--- config.mk ---
export PLATFORM = sky130hd
export DESIGN_NAME = trinity_bus_arb_flat
export DESIGN_NICKNAME = d
export VERILOG_FILES = /design/src/rtl/trinity_bus_arb_if.sv /design/src/rtl/trinity_bus_arb.sv /design/src/flat_wrapper.sv
export SDC_FILE = /design/constraint.sdc
export NUM_CORES = 1
export LEC_CHECK = 0
export ABC_AREA = 1
export CAP_MARGIN = 20
export CORE_ASPECT_RATIO = 1.5
export CORE_UTILIZATION = 47
export DETAILED_ROUTE_END_ITERATION = 12
export GPL_TIMING_DRIVEN = 0
export PLACE_DENSITY_LB_ADDON = 0.08
export SYNTH_ARGS = -nofsm -noshare
export SYNTH_HDL_FRONTEND = slang
export SYNTH_SLANG_ARGS = --single-unit
export TNS_END_PERCENT = 5
--- constraint.sdc ---
create_clock -name sys_clk -period 2.5 [get_ports sys_clk]
set_input_delay 0.375 -clock sys_clk [delete_from_list [all_inputs] [get_ports sys_clk]]
set_output_delay 0.375 -clock sys_clk [all_outputs]
set_load 0.02 [all_outputs]
--- src/rtl/trinity_bus_arb_if.sv ---
// rtl/trinity_bus_arb_if.sv - request/grant bus between three requesters and the arbiter

interface trinity_bus_arb_if;

    // Requester side: per-requester request, end-of-packet flag and payload
    logic [2:0] req;
    logic [2:0] last;
    logic [7:0] data0;
    logic [7:0] data1;
    logic [7:0] data2;

    // Downstream acceptance of the beat currently on the bus
    logic       bus_ready;

    // Arbiter side: grant, owner index, muxed beat and running beat count
    logic [2:0] gnt;
    logic [1:0] owner;
    logic [7:0] bus_out;
    logic       bus_valid;
    logic [7:0] xfer_cnt;

    // Requesters and the downstream sink
    modport master (
        output req, last, data0, data1, data2, bus_ready,
        input  gnt, owner, bus_out, bus_valid, xfer_cnt
    );

    // The arbiter
    modport slave (
        input  req, last, data0, data1, data2, bus_ready,
        output gnt, owner, bus_out, bus_valid, xfer_cnt
    );

endinterface

--- src/rtl/trinity_bus_arb.sv ---
// rtl/trinity_bus_arb.sv - three-way round-robin bus arbiter with per-grant beat limit

module trinity_bus_arb #(
    parameter int MAX_HOLD = 4,
    parameter int NREQ     = 3
) (
    input  logic               sys_clk,
    input  logic               sys_rst,
    trinity_bus_arb_if.slave   bus
);

    typedef enum logic {
        S_IDLE = 1'b0,
        S_OWN  = 1'b1
    } state_t;

    localparam logic [3:0] HOLD_LIMIT = 4'(MAX_HOLD);
    localparam logic [1:0] NO_OWNER   = 2'd3;

    state_t          state_q, state_d;
    logic [2:0]      gnt_q, gnt_d;
    logic [1:0]      owner_q, owner_d;
    logic [1:0]      rr_ptr_q, rr_ptr_d;
    logic [3:0]      beat_q, beat_d;
    logic [7:0]      xfer_q, xfer_d;

    logic [NREQ-1:0] req_w;
    logic            own_req;
    logic            own_last;
    logic [7:0]      own_data;
    logic [1:0]      pick_first, pick_second, pick_third;
    logic [1:0]      winner;
    logic            bus_valid_w;
    logic [7:0]      bus_out_w;
    logic            accept;
    logic            hold_hit;
    logic            release_w;

    assign req_w = bus.req;

    // Route the owner's request, last flag and payload; non-owners are never looked at
    always_comb begin
        own_req  = 1'b0;
        own_last = 1'b0;
        own_data = 8'h00;
        case (owner_q)
            2'd0: begin
                own_req  = req_w[0];
                own_last = bus.last[0];
                own_data = bus.data0;
            end
            2'd1: begin
                own_req  = req_w[1];
                own_last = bus.last[1];
                own_data = bus.data1;
            end
            2'd2: begin
                own_req  = req_w[2];
                own_last = bus.last[2];
                own_data = bus.data2;
            end
            default: begin
                own_req  = 1'b0;
                own_last = 1'b0;
                own_data = 8'h00;
            end
        endcase
    end

    // Round-robin search order begins one past the previous owner
    always_comb begin
        pick_first  = 2'd0;
        pick_second = 2'd1;
        pick_third  = 2'd2;
        case (rr_ptr_q)
            2'd0: begin
                pick_first  = 2'd1;
                pick_second = 2'd2;
                pick_third  = 2'd0;
            end
            2'd1: begin
                pick_first  = 2'd2;
                pick_second = 2'd0;
                pick_third  = 2'd1;
            end
            default: begin
                pick_first  = 2'd0;
                pick_second = 2'd1;
                pick_third  = 2'd2;
            end
        endcase

        winner = NO_OWNER;
        if (req_w[pick_first]) begin
            winner = pick_first;
        end else if (req_w[pick_second]) begin
            winner = pick_second;
        end else if (req_w[pick_third]) begin
            winner = pick_third;
        end
    end

    // Release on a dropped request, or on an accepted beat that ends the packet or the hold window
    always_comb begin
        hold_hit  = (beat_q + 4'd1) == HOLD_LIMIT;
        release_w = (state_q == S_OWN) &&
                    (!own_req || (accept && (own_last || hold_hit)));
    end

    // FSM state register
    always_ff @(posedge sys_clk) begin
        if (sys_rst) begin
            state_q <= S_IDLE;
        end else begin
            state_q <= state_d;
        end
    end

    // FSM next state: any request wins a grant, any release returns to idle for one cycle
    always_comb begin
        state_d = state_q;
        case (state_q)
            S_IDLE: begin
                if (req_w != '0) begin
                    state_d = S_OWN;
                end
            end
            S_OWN: begin
                if (release_w) begin
                    state_d = S_IDLE;
                end
            end
            default: state_d = S_IDLE;
        endcase
    end

    // FSM outputs: the beat is valid only while the owner keeps requesting
    always_comb begin
        bus_valid_w = 1'b0;
        bus_out_w   = 8'h00;
        if (state_q == S_OWN) begin
            bus_valid_w = own_req;
            bus_out_w   = own_data;
        end
        accept = bus_valid_w && bus.bus_ready;
    end

    // Grant, owner, round-robin pointer and counters for the next edge
    always_comb begin
        gnt_d    = gnt_q;
        owner_d  = owner_q;
        rr_ptr_d = rr_ptr_q;
        beat_d   = beat_q;
        xfer_d   = accept ? xfer_q + 8'd1 : xfer_q;
        case (state_q)
            S_IDLE: begin
                if (winner != NO_OWNER) begin
                    gnt_d   = 3'b001 << winner;
                    owner_d = winner;
                    beat_d  = 4'd0;
                end
            end
            S_OWN: begin
                if (release_w) begin
                    gnt_d    = 3'b000;
                    owner_d  = NO_OWNER;
                    rr_ptr_d = owner_q;
                end else if (accept) begin
                    beat_d = beat_q + 4'd1;
                end
            end
            default: begin
                gnt_d   = 3'b000;
                owner_d = NO_OWNER;
            end
        endcase
    end

    // Datapath registers; reset points rr_ptr at requester 2 so core wins first
    always_ff @(posedge sys_clk) begin
        if (sys_rst) begin
            gnt_q    <= 3'b000;
            owner_q  <= NO_OWNER;
            rr_ptr_q <= 2'd2;
            beat_q   <= 4'd0;
            xfer_q   <= 8'd0;
        end else begin
            gnt_q    <= gnt_d;
            owner_q  <= owner_d;
            rr_ptr_q <= rr_ptr_d;
            beat_q   <= beat_d;
            xfer_q   <= xfer_d;
        end
    end

    assign bus.gnt       = gnt_q;
    assign bus.owner     = owner_q;
    assign bus.bus_out   = bus_out_w;
    assign bus.bus_valid = bus_valid_w;
    assign bus.xfer_cnt  = xfer_q;

    // Grant is one-hot or empty, and empty exactly when there is no owner
    a_gnt_onehot: assert property (@(posedge sys_clk) disable iff (sys_rst)
        $onehot0(gnt_q));
    a_gnt_owner: assert property (@(posedge sys_clk) disable iff (sys_rst)
        ((gnt_q == 3'b000) == (owner_q == NO_OWNER)));
    a_gnt_state: assert property (@(posedge sys_clk) disable iff (sys_rst)
        ((gnt_q != 3'b000) == (state_q == S_OWN)));

endmodule

--- src/flat_wrapper.sv ---
// flat-port wrapper written by rule: the top's interface ports become plain ports
module trinity_bus_arb_flat 
#(
    parameter int MAX_HOLD = 4,
    parameter int NREQ     = 3
)
  (sys_clk, sys_rst, bus_req, bus_last, bus_data0, bus_data1, bus_data2, bus_bus_ready, bus_gnt, bus_owner, bus_bus_out, bus_bus_valid, bus_xfer_cnt);
  trinity_bus_arb_if bus_i ();
  input  logic sys_clk;
  input  logic sys_rst;
  input wire logic [$bits(bus_i.req)-1:0] bus_req;
  input wire logic [$bits(bus_i.last)-1:0] bus_last;
  input wire logic [$bits(bus_i.data0)-1:0] bus_data0;
  input wire logic [$bits(bus_i.data1)-1:0] bus_data1;
  input wire logic [$bits(bus_i.data2)-1:0] bus_data2;
  input wire logic [$bits(bus_i.bus_ready)-1:0] bus_bus_ready;
  output wire logic [$bits(bus_i.gnt)-1:0] bus_gnt;
  output wire logic [$bits(bus_i.owner)-1:0] bus_owner;
  output wire logic [$bits(bus_i.bus_out)-1:0] bus_bus_out;
  output wire logic [$bits(bus_i.bus_valid)-1:0] bus_bus_valid;
  output wire logic [$bits(bus_i.xfer_cnt)-1:0] bus_xfer_cnt;
  assign bus_i.req = bus_req;
  assign bus_i.last = bus_last;
  assign bus_i.data0 = bus_data0;
  assign bus_i.data1 = bus_data1;
  assign bus_i.data2 = bus_data2;
  assign bus_i.bus_ready = bus_bus_ready;
  assign bus_gnt = bus_i.gnt;
  assign bus_owner = bus_i.owner;
  assign bus_bus_out = bus_i.bus_out;
  assign bus_bus_valid = bus_i.bus_valid;
  assign bus_xfer_cnt = bus_i.xfer_cnt;
  trinity_bus_arb #(.MAX_HOLD(MAX_HOLD), .NREQ(NREQ)) u_core (.sys_clk(sys_clk), .sys_rst(sys_rst), .bus(bus_i));
endmodule
# Word level (Yosys, flattened, before mapping)
# Cells that the tools add are included.
dict set report totals {
  register_bits 20
  latchBits 0
  ram_bits 0
  rom_bits 0
  inputBits 33
  out_inout_bits 22
  memories 0
}
dict set report classes {
  add_sub_neg 2
  multipliers 0
  div 0
  magnitude_cmp 3
  n_eq_ne 9
  shifts 1
  mux 30
  n_bitwise 1
  n_reduce_logical 12
}
# op count
set op_table {}
lappend op_table {{$pmux 8 s3} 1}
lappend op_table {{$pmux 2 s2} 4}
lappend op_table {{$mux 4} 3}
lappend op_table {{$mux 2} 5}
lappend op_table {{$lt 2x3->1 const B} 3}
lappend op_table {{$add 8x1->8 const B} 1}
lappend op_table {{$mux 8} 1}
lappend op_table {{$ne 2x2->1 const B} 4}
lappend op_table {{$pmux 4 s2} 1}
lappend op_table {{$bmux 1 s2} 3}
lappend op_table {{$mux 1} 6}
lappend op_table {{$mux 3} 2}
lappend op_table {{$pmux 1 s3} 2}
lappend op_table {{$pmux 3 s2} 1}
lappend op_table {{$add 4x1->4 const B} 1}
lappend op_table {{$eq 2x1->1 const B} 2}
lappend op_table {{$eq 4x3->1 const B} 1}
lappend op_table {{$logic_not 2->1} 2}
lappend op_table {{$reduce_and 2->1} 2}
lappend op_table {{$logic_and 1x1->1} 3}
lappend op_table {{$reduce_and 3->1} 1}
lappend op_table {{$reduce_bool 3->1} 1}
lappend op_table {{$shl 1x2->3 const A} 1}
lappend op_table {{$eq 2x2->1 const B} 1}
lappend op_table {{other kinds (5)} 6}

# Depth between registers and ports, before layout
dict set report logic_depth {
  word_depth 10
  mapped_depth 13
  depth_no_buf 13
}

# Worst setup path after synthesis
# Ideal clock, no wire load.
dict set report synth_path {
  path_type {register to output}
  from {reg u_core.owner_q[0], in the netlist u_core.bus.owner[0]}
  to {out bus_bus_out[0]}
  arrival_time_ns 1.355
  required_time_ns 2.125
  slack_ns 0.770
  stages_incl_launch_ff 7
  n_path_buf 0
  cell_sequence {dfxtp_1 > inv_1 > nor2_1 > nand2_1 > nand3_1 > nand2_1 > inv_1}
}
dict set report synth_via {
  elab_chain_cells 3
  elab_cells_between_ends 5
}
# element line_no
set synth_rtl {}
lappend synth_rtl {{from (decl)} trinity_bus_arb.sv:22} ;# logic [1:0] owner_q, owner_d;
lappend synth_rtl {{from (signal assigned)} trinity_bus_arb.sv:189} ;# owner_q <= owner_d;
lappend synth_rtl {{$eq 2x2->1 (tied with other cells)} trinity_bus_arb.sv:46} ;# case (owner_q)
lappend synth_rtl {{$pmux 8 s3 (*)} trinity_bus_arb.sv:46}
lappend synth_rtl {{$mux 8 (*)} trinity_bus_arb.sv:141} ;# if (state_q == S_OWN) begin
lappend synth_rtl {{to (decl)} flat_wrapper.sv:19} ;# output wire logic [$bits(bus_i.bus_out)-1:0] bus_bus_out;
# Every way passes the cells marked *; elsewhere a longest branch is shown, timed or not.

# Final worst setup path
dict set report layout_path {
  from {in bus_req[1]}
  to {out bus_bus_valid}
}
dict set report layout_via {
  elab_chain_cells 2
}
# element line_no
set layout_rtl {}
lappend layout_rtl {{from (decl)} flat_wrapper.sv:11} ;# input wire logic [$bits(bus_i.req)-1:0] bus_req;
lappend layout_rtl {{$pmux 1 s3} trinity_bus_arb.sv:46}
lappend layout_rtl {{$mux 1} trinity_bus_arb.sv:141}
lappend layout_rtl {{to (decl)} flat_wrapper.sv:20} ;# output wire logic [$bits(bus_i.bus_valid)-1:0] bus_bus_valid;
# Every way passes these cells.

==> flow_summary.html <==
<table>
<tr><th>Metric</th><th>Value</th></tr>
<tr><th colspan="2">Route</th></tr>
<tr><td>DRC violation count after routing</td><td>0</td></tr>
<tr><td>Post-detailed-route wirelength per cell</td><td>10.4 um</td></tr>
<tr><td>Drt total wl</td><td>3340 um</td></tr>
<tr><td>Pre-antenna DRT Iters</td><td>4</td></tr>
<tr><td>Antenna Nets Post-Route</td><td>0</td></tr>
<tr><td>Routed vias/inst</td><td>4.95</td></tr>
<tr><td>Iteration-0 DRC Markers</td><td>30</td></tr>
<tr><td>Total number of vias</td><td>1,583</td></tr>
<tr><th colspan="2">CTS</th></tr>
<tr><td>Clock insertion delay at the later pin of the skew report</td><td>0.26 ns</td></tr>
<tr><td>Clock-pin slew on the worst setup and hold paths</td><td>0.07 ns</td></tr>
<tr><td>Number of H-tree levels</td><td>1</td></tr>
<tr><td>Clock tree from TritonCTS</td><td>yes</td></tr>
<tr><td>Buffers inserted by post-CTS timing repair</td><td>0</td></tr>
<tr><td>Number of sinks driven by the clock tree</td><td>20</td></tr>
<tr><td>Master cell of the clock root buffer</td><td>sky130_fd_sc_hd__clkbuf_8</td></tr>
<tr><td>Clock tree buffer depth</td><td>2</td></tr>
<tr><td>Clock buffer count from CTS</td><td>3</td></tr>
<tr><th colspan="2">Logic synthesis</th></tr>
<tr><td>Share of async-settable or async-resettable flops after synthesis</td><td>0%</td></tr>
<tr><td>Netlist area before placement</td><td>1380 sq um</td></tr>
<tr><td>Post-synthesis sequential element count</td><td>20</td></tr>
<tr><td>Multiplexer share of the synthesized area</td><td>0%</td></tr>
<tr><td>Number of enable-type register cells in the synthesized netlist</td><td>0</td></tr>
<tr><td>Primary FF master, synth</td><td>sky130_fd_sc_hd__dfxtp_1</td></tr>
<tr><td>Synthesized instance count</td><td>225</td></tr>
<tr><td>Count of yosys warnings during synthesis</td><td>0</td></tr>
<tr><td>Share of synthesized cell area in and, or, nand and nor gates</td><td>47.0%</td></tr>
<tr><td>Synth Area in Compound Gates</td><td>11.1%</td></tr>
<tr><td>Post-synthesis net count</td><td>261</td></tr>
<tr><td>XOR/XNOR Fraction of Synth Area</td><td>0.635%</td></tr>
<tr><td>Number of distinct library cells after synthesis</td><td>28</td></tr>
<tr><td>Combinational family with the most area after synthesis</td><td>simple AND/OR/NAND/NOR gates</td></tr>
<tr><td>Post-synthesis adder-cell area fraction</td><td>2.72%</td></tr>
<tr><td>Mean Syn Cell Area</td><td>6.13 sq um</td></tr>
<tr><td>Sequential share of the synthesized area</td><td>29.0%</td></tr>
<tr><th colspan="2">Die</th></tr>
<tr><td>Die Area</td><td>3160 sq um</td></tr>
<tr><td>Count of pins on the block boundary</td><td>55</td></tr>
<tr><td>DIE HEIGHT</td><td>68.4 um</td></tr>
<tr><td>Core Box Area</td><td>2730 sq um</td></tr>
<tr><td>Die width</td><td>46.2 um</td></tr>
<tr><td>Effective utilization at floorplan</td><td>50.5%</td></tr>
<tr><td>Site row count</td><td>23</td></tr>
<tr><th colspan="2">Cells and area</th></tr>
<tr><td>Layout-stage area growth over the synthesis result</td><td>47.2%</td></tr>
<tr><td>Count of filler cells inserted in the layout</td><td>236</td></tr>
<tr><td>Final std cells w/o fill</td><td>320</td></tr>
<tr><td>Final antenna diode count</td><td>0</td></tr>
<tr><td># nets final</td><td>320</td></tr>
<tr><td>Area taken by flip-flops and latches</td><td>403 sq um</td></tr>
<tr><td>Total area of multi-input combinational cells</td><td>855 sq um</td></tr>
<tr><td>Finished layout cell area</td><td>2030 sq um</td></tr>
<tr><td>Share of final-layout standard cells stronger than drive strength 1</td><td>9.19%</td></tr>
<tr><th colspan="2">Timing</th></tr>
<tr><td>Least-Margin Pin Slew</td><td>0.693 ns</td></tr>
<tr><td>Fmax achieved</td><td>424 MHz</td></tr>
<tr><td>Final count of hold timing violations</td><td>0</td></tr>
<tr><td>Setup repair after global routing missed its margin</td><td>no</td></tr>
<tr><td>Setup tns final</td><td>0 ns</td></tr>
<tr><td>Part of the cycle the worst path needs</td><td>94.4%</td></tr>
<tr><td>Final worst path period need</td><td>2.36 ns</td></tr>
<tr><td>Remaining max-slew budget at the tightest pin</td><td>53.5%</td></tr>
<tr><td>Setup Skew</td><td>0.00105 ns</td></tr>
<tr><td>Setup violation total in the final timing report</td><td>0</td></tr>
<tr><td>Final max-slew violation count</td><td>0</td></tr>
<tr><th colspan="2">Worst setup path</th></tr>
<tr><td>Worst reg2reg path depth</td><td>11</td></tr>
<tr><td>Crit. End Element</td><td>primary output</td></tr>
<tr><td>Type of the worst setup path</td><td>input pin to primary output</td></tr>
<tr><td>Required time reported for the critical path endpoint</td><td>2.12 ns</td></tr>
<tr><td>Worst r2r dst</td><td>u_core.beat_q[1]$_SDFFE_PP0P_</td></tr>
<tr><td>Register-to-register setup slack</td><td>0.93 ns</td></tr>
<tr><td>Source of the worst register-to-register timing path</td><td>u_core.bus.owner[1]$_SDFFE_PP1P_</td></tr>
<tr><td>CP Data Arrival Time</td><td>1.99 ns</td></tr>
<tr><td>Worst-path maximum fanout</td><td>5</td></tr>
<tr><td>Type of element launching the critical path</td><td>input pin</td></tr>
<tr><th colspan="2">Pwr</th></tr>
<tr><td>Leakage component of the power</td><td>0.932 nW</td></tr>
<tr><td>Peak ir drop on the vdd network</td><td>0.000392 V</td></tr>
<tr><td>Power density over cell area</td><td>473 nW/um^2</td></tr>
<tr><th colspan="2">Run status</th></tr>
<tr><td>Status</td><td>completed</td></tr>
<tr><th colspan="2">Global route</th></tr>
<tr><td>Antenna violations before repair</td><td>0</td></tr>
<tr><td>Vias in the first global route</td><td>1,345</td></tr>
<tr><td>Most Crowded Layer GR</td><td>met2</td></tr>
<tr><td>Total congestion overflow after global routing</td><td>0</td></tr>
<tr><td>Global routing met2 resource utilization</td><td>41.5%</td></tr>
<tr><td>Maximum number of pins on one net before global-route repair</td><td>12</td></tr>
<tr><td>Total routing resource utilization after global routing</td><td>23.0%</td></tr>
<tr><td>First-pass GRT wire length</td><td>5480 um</td></tr>
<tr><td>Global routing usage on met1</td><td>25.8%</td></tr>
<tr><td>Routing usage on met3</td><td>3.96%</td></tr>
<tr><th colspan="2">Hold path</th></tr>
<tr><td>Worst Min Path Start</td><td>u_core.bus.gnt[1]$_SDFFE_PP0P_</td></tr>
<tr><td>Worst hold path type</td><td>register to register</td></tr>
<tr><td>Worst-case hold path end point</td><td>u_core.bus.gnt[1]$_SDFFE_PP0P_</td></tr>
<tr><td>Count of cells along the worst hold path</td><td>2</td></tr>
<tr><th colspan="2">Job</th></tr>
<tr><td>Max-capacitance violation count</td><td>0</td></tr>
<tr><th colspan="2">Placed design</th></tr>
<tr><td>Detailed-placement wirelength estimate</td><td>2680 um</td></tr>
<tr><td>Buffers added on ports</td><td>54</td></tr>
<tr><td>Total placed instance area</td><td>1970 sq um</td></tr>
<tr><td>Placed cell count</td><td>316</td></tr>
<tr><td>RD Place Congestion</td><td>0.789</td></tr>
</table>
## how the worst max path moves through the flow
stage                                                 from        endpoint  slack [ns]  cells after the start
after floorplan           u_core.bus.owner[0]$_SDFFE_PP1P_  bus_bus_out[0]        0.77                      6
after global placement                          bus_req[1]   bus_bus_valid        0.15                      6
after detailed placement  u_core.bus.owner[0]$_SDFFE_PP1P_  bus_bus_out[1]        0.13                      7
after CTS                 u_core.bus.owner[0]$_SDFFE_PP1P_  bus_bus_out[3]        0.09                      7
after global routing                            bus_req[2]   bus_bus_valid        0.05                      6
final                                           bus_req[1]   bus_bus_valid        0.14                      6
## final cells by class
type	instances	share of cell area, %
plain buffers	3	0.616
clock buffers	4	2.71
inverters	32	5.91
multi-input cells	170	42.1
flip-flops and latches	20	19.8
well taps	37	2.28
repair buffers	54	26.6
## registers in the layout, summed over array words and instances, names as in the netlist
register,count
u_core.bus.xfer_cnt,8
u_core.beat_q,4
u_core.state_q,1
u_core.bus.owner,2
u_core.bus.gnt,3
u_core.rr_ptr_q,2
## cell usage after synthesis (all sizes together), types with 2 or more instances
library cell | number | area share [%]
nor3 | 2 | 1.5
a21oi | 14 | 5.1
clkbuf | 2 | 0.63
o211ai | 2 | 1.1
o21ai | 8 | 2.9
inv | 31 | 8.4
nand2 | 84 | 25
dfxtp | 20 | 29
nor2 | 23 | 8.2
o21a | 2 | 1.1
nand4 | 3 | 1.4
ha | 3 | 2.7
nand3 | 24 | 9.4
## stage by stage
step	worst slack, ns	power [mW]	hold WS [ns]	util [%]
global route	0.0505	1.02	0.512	74.3
CTS	0.0914	0.966	0.493	74.2
global placement	0.147	0.713	0.470	71.9
floorplan	0.770	0.578	0.478	-
detailed placement	0.130	0.719	0.483	71.9
finish	0.139	0.962	0.490	74.3
## logic make-up after synthesis
logic type                 count (synthesis)
xor gates and xnor gates                   1
and+or+nand+nor                          139
adders and majority gates                  3
DFF                                       20
AOI/OAI and AO/OA                         27
buffers and inverters                     35
## layout by cell type (no fill, tap or decap), types with 2 or more instances in the layout
master	instances
sky130_fd_sc_hd__dfxtp_1	18
sky130_fd_sc_hd__o21ai_0	8
sky130_fd_sc_hd__nand3_2	2
sky130_fd_sc_hd__nand3_1	22
sky130_fd_sc_hd__o21a_1	2
sky130_fd_sc_hd__nor2_4	4
sky130_fd_sc_hd__nand2_1	77
sky130_fd_sc_hd__nor2_2	2
sky130_fd_sc_hd__a21oi_1	14
sky130_fd_sc_hd__nand2_2	5
sky130_fd_sc_hd__inv_1	29
sky130_fd_sc_hd__ha_1	3
sky130_fd_sc_hd__clkbuf_8	4
sky130_fd_sc_hd__nand2_4	2
sky130_fd_sc_hd__dfxtp_2	2
sky130_fd_sc_hd__inv_2	2
sky130_fd_sc_hd__clkdlybuf4s50_1	54
sky130_fd_sc_hd__nand4_1	3
sky130_fd_sc_hd__nor2_1	17
sky130_fd_sc_hd__o211ai_1	2
## timing repair
action,CTS,global route
setup endpoints to repair,8,8
resized for setup,2,2
hold buffers,0,0
## critical path: stages
cell and delay [ns]:
sky130_fd_sc_hd__clkdlybuf4s50_1 0.58, sky130_fd_sc_hd__nand3_1 0.12, sky130_fd_sc_hd__nand3_2 0.11, sky130_fd_sc_hd__nand2_2 0.07, sky130_fd_sc_hd__inv_2 0.11, sky130_fd_sc_hd__clkdlybuf4s50_1 0.62
## report_power, final
group	internal (mW)	switching, mW
clock	0.140	0.106
sequential	0.345	0.0291
combinational	0.155	0.187
total	0.640	0.322
## metal layers
layer,vias up,wire (um),part of all wire [%]
li1,828,-,-
met1,694,1400,42
met2,56,1600,48
met3,5,286,8.6
met4,0,47,1.4
met5,-,0,0
No activity file was read; power rests on OpenSTA's default activity.
==> edit, RTL diff (config.mk and constraints unchanged) <==
Reset style: asynchronous (`sys_rst`), changed in 2 clocked blocks.
--- a/src/rtl/trinity_bus_arb.sv
+++ b/src/rtl/trinity_bus_arb.sv
@@ -108,7 +108,7 @@
     end
 
     // FSM state register
-    always_ff @(posedge sys_clk) begin
+    always_ff @(posedge sys_clk or posedge sys_rst) begin
         if (sys_rst) begin
             state_q <= S_IDLE;
         end else begin
@@ -177,7 +177,7 @@
     end
 
     // Datapath registers; reset points rr_ptr at requester 2 so core wins first
-    always_ff @(posedge sys_clk) begin
+    always_ff @(posedge sys_clk or posedge sys_rst) begin
         if (sys_rst) begin
             gnt_q    <= 3'b000;
             owner_q  <= NO_OWNER;
Formal check against the unedited RTL: differs if sys_rst is asserted again (counterexample within 4 cycles, from zero or initial values and one cycle with sys_rst high); with sys_rst held inactive, the same outputs for 10 cycles.
==> edit against the original RTL <==
- synthesized cell count fell by 7.6%
- synthesized area rose by 0.63%
- count of clock-buffer cells in the layout fell by 1
- wire length rose by 5.6%
- cell area rose by 2.8%
- first-iteration DRC count rose by 10%
- worst setup slack got worse by 0.080 ns
- sequential cell count did not move
- critical path type is now register to output pin
- critical endpoint is now bus_bus_out[4]
- largest cell class unchanged
Power is not compared: it rests on default switching activity, and its combinational part moved more than twofold at a synthesized area within 25%.
==> edit: results (changes against the original RTL) <==
| Metric | Value |
|---|---|
| Status | finished clean (unchanged) |
| Worst rel slew slack | 0.491 (was 0.535) |
| Ys async rst share | 1.00 (was 0) |
| NonClk Buf Share | 0.280 (was 0.272) |
| Largest net degree at the start of global routing | 21 (was 12) |
| Synth Area in XOR/XNOR | 0.0378 (was 0.00635) |
| Routed wire length | 3530 um (was 3340 um) |
| Data arrival, critical path | 2.07 ns (was 1.99 ns) |
| Gate count after technology mapping | 208 (was 225) |
| Post-place setup slack | 0.156 ns (was 0.130 ns) |
| Post-synth net total | 244 (was 261) |
| Vias in the first global route | 1401 (was 1345) |
| Compound-cell area share of the yosys netlist | 0.0477 (was 0.111) |
| Vias per cell | 4.98 (was 4.95) |
| Share of cells above drive strength 1 | 0.101 (was 0.0919) |
| # clk buffers | 3 (was 4) |
| DP Area | 1980 um^2 (was 1970 um^2) |
| Crit-path slowest cell | dfstp_2 (was clkdlybuf4s50_1) |
| Dominant cells by area after synthesis | dfrtp_1, nand2_1, nand3_1 (was dfxtp_1, nand2_1, nand3_1) |
| Sequential area share after synthesis | 0.363 (was 0.290) |
| GRT Overall Usage | 0.241 (was 0.230) |
| GPL Wtd Cong | 0.788 (was 0.789) |
| Clock Network Area Fraction | 0.0342 (was 0.0271) |
| Drt initial violations | 33 (was 30) |
| Non-clk bufs | 58 (was 57) |
| Clock transition at path regs | 0.07 ns (about the same) |
| Yosys cell types | 26 (was 28) |
| Area of the multi-input gates | 776 um^2 (was 855 um^2) |
| Final #Nets | 305 (was 320) |
| Final HPWL DP | 2610 um (was 2680 um) |
| Multi-input gates | 158 (was 170) |
| First-pass GRT wire length | 5610 um (was 5480 um) |
edit: path summary, 6_finish.rpt:
kind	from	endpoint	slack (ns)
max	u_core.bus.owner[0]	bus_bus_out[4]	0.06
min	u_core.bus.gnt[0]	u_core.bus.gnt[0]	0.49
max reg2reg	u_core.bus.owner[1]	u_core.beat_q[1]	0.65
min reg2reg	u_core.bus.gnt[0]	u_core.bus.gnt[0]	0.49
max in group asynchronous	sys_rst	u_core.bus.xfer_cnt[4]	1.48
min in group asynchronous	sys_rst	u_core.state_q	0.55
edit: routing by layer:
metal | GRT usage | share of wire | wire length, um
met2 | 0.455 | 0.56 | 1970
met1 | 0.254 | 0.39 | 1360
met4 | 0.110 | 0.021 | 74
met3 | 0.0260 | 0.034 | 119
met5 | 0 | 0 | 0
edit: repair_timing:
item                                    CTS  global route
cloned                                    0             1
pin swaps                                 0             1
resized for setup                         2             7
endpoints found under the setup margin    8             9
buffers inserted                          0             1
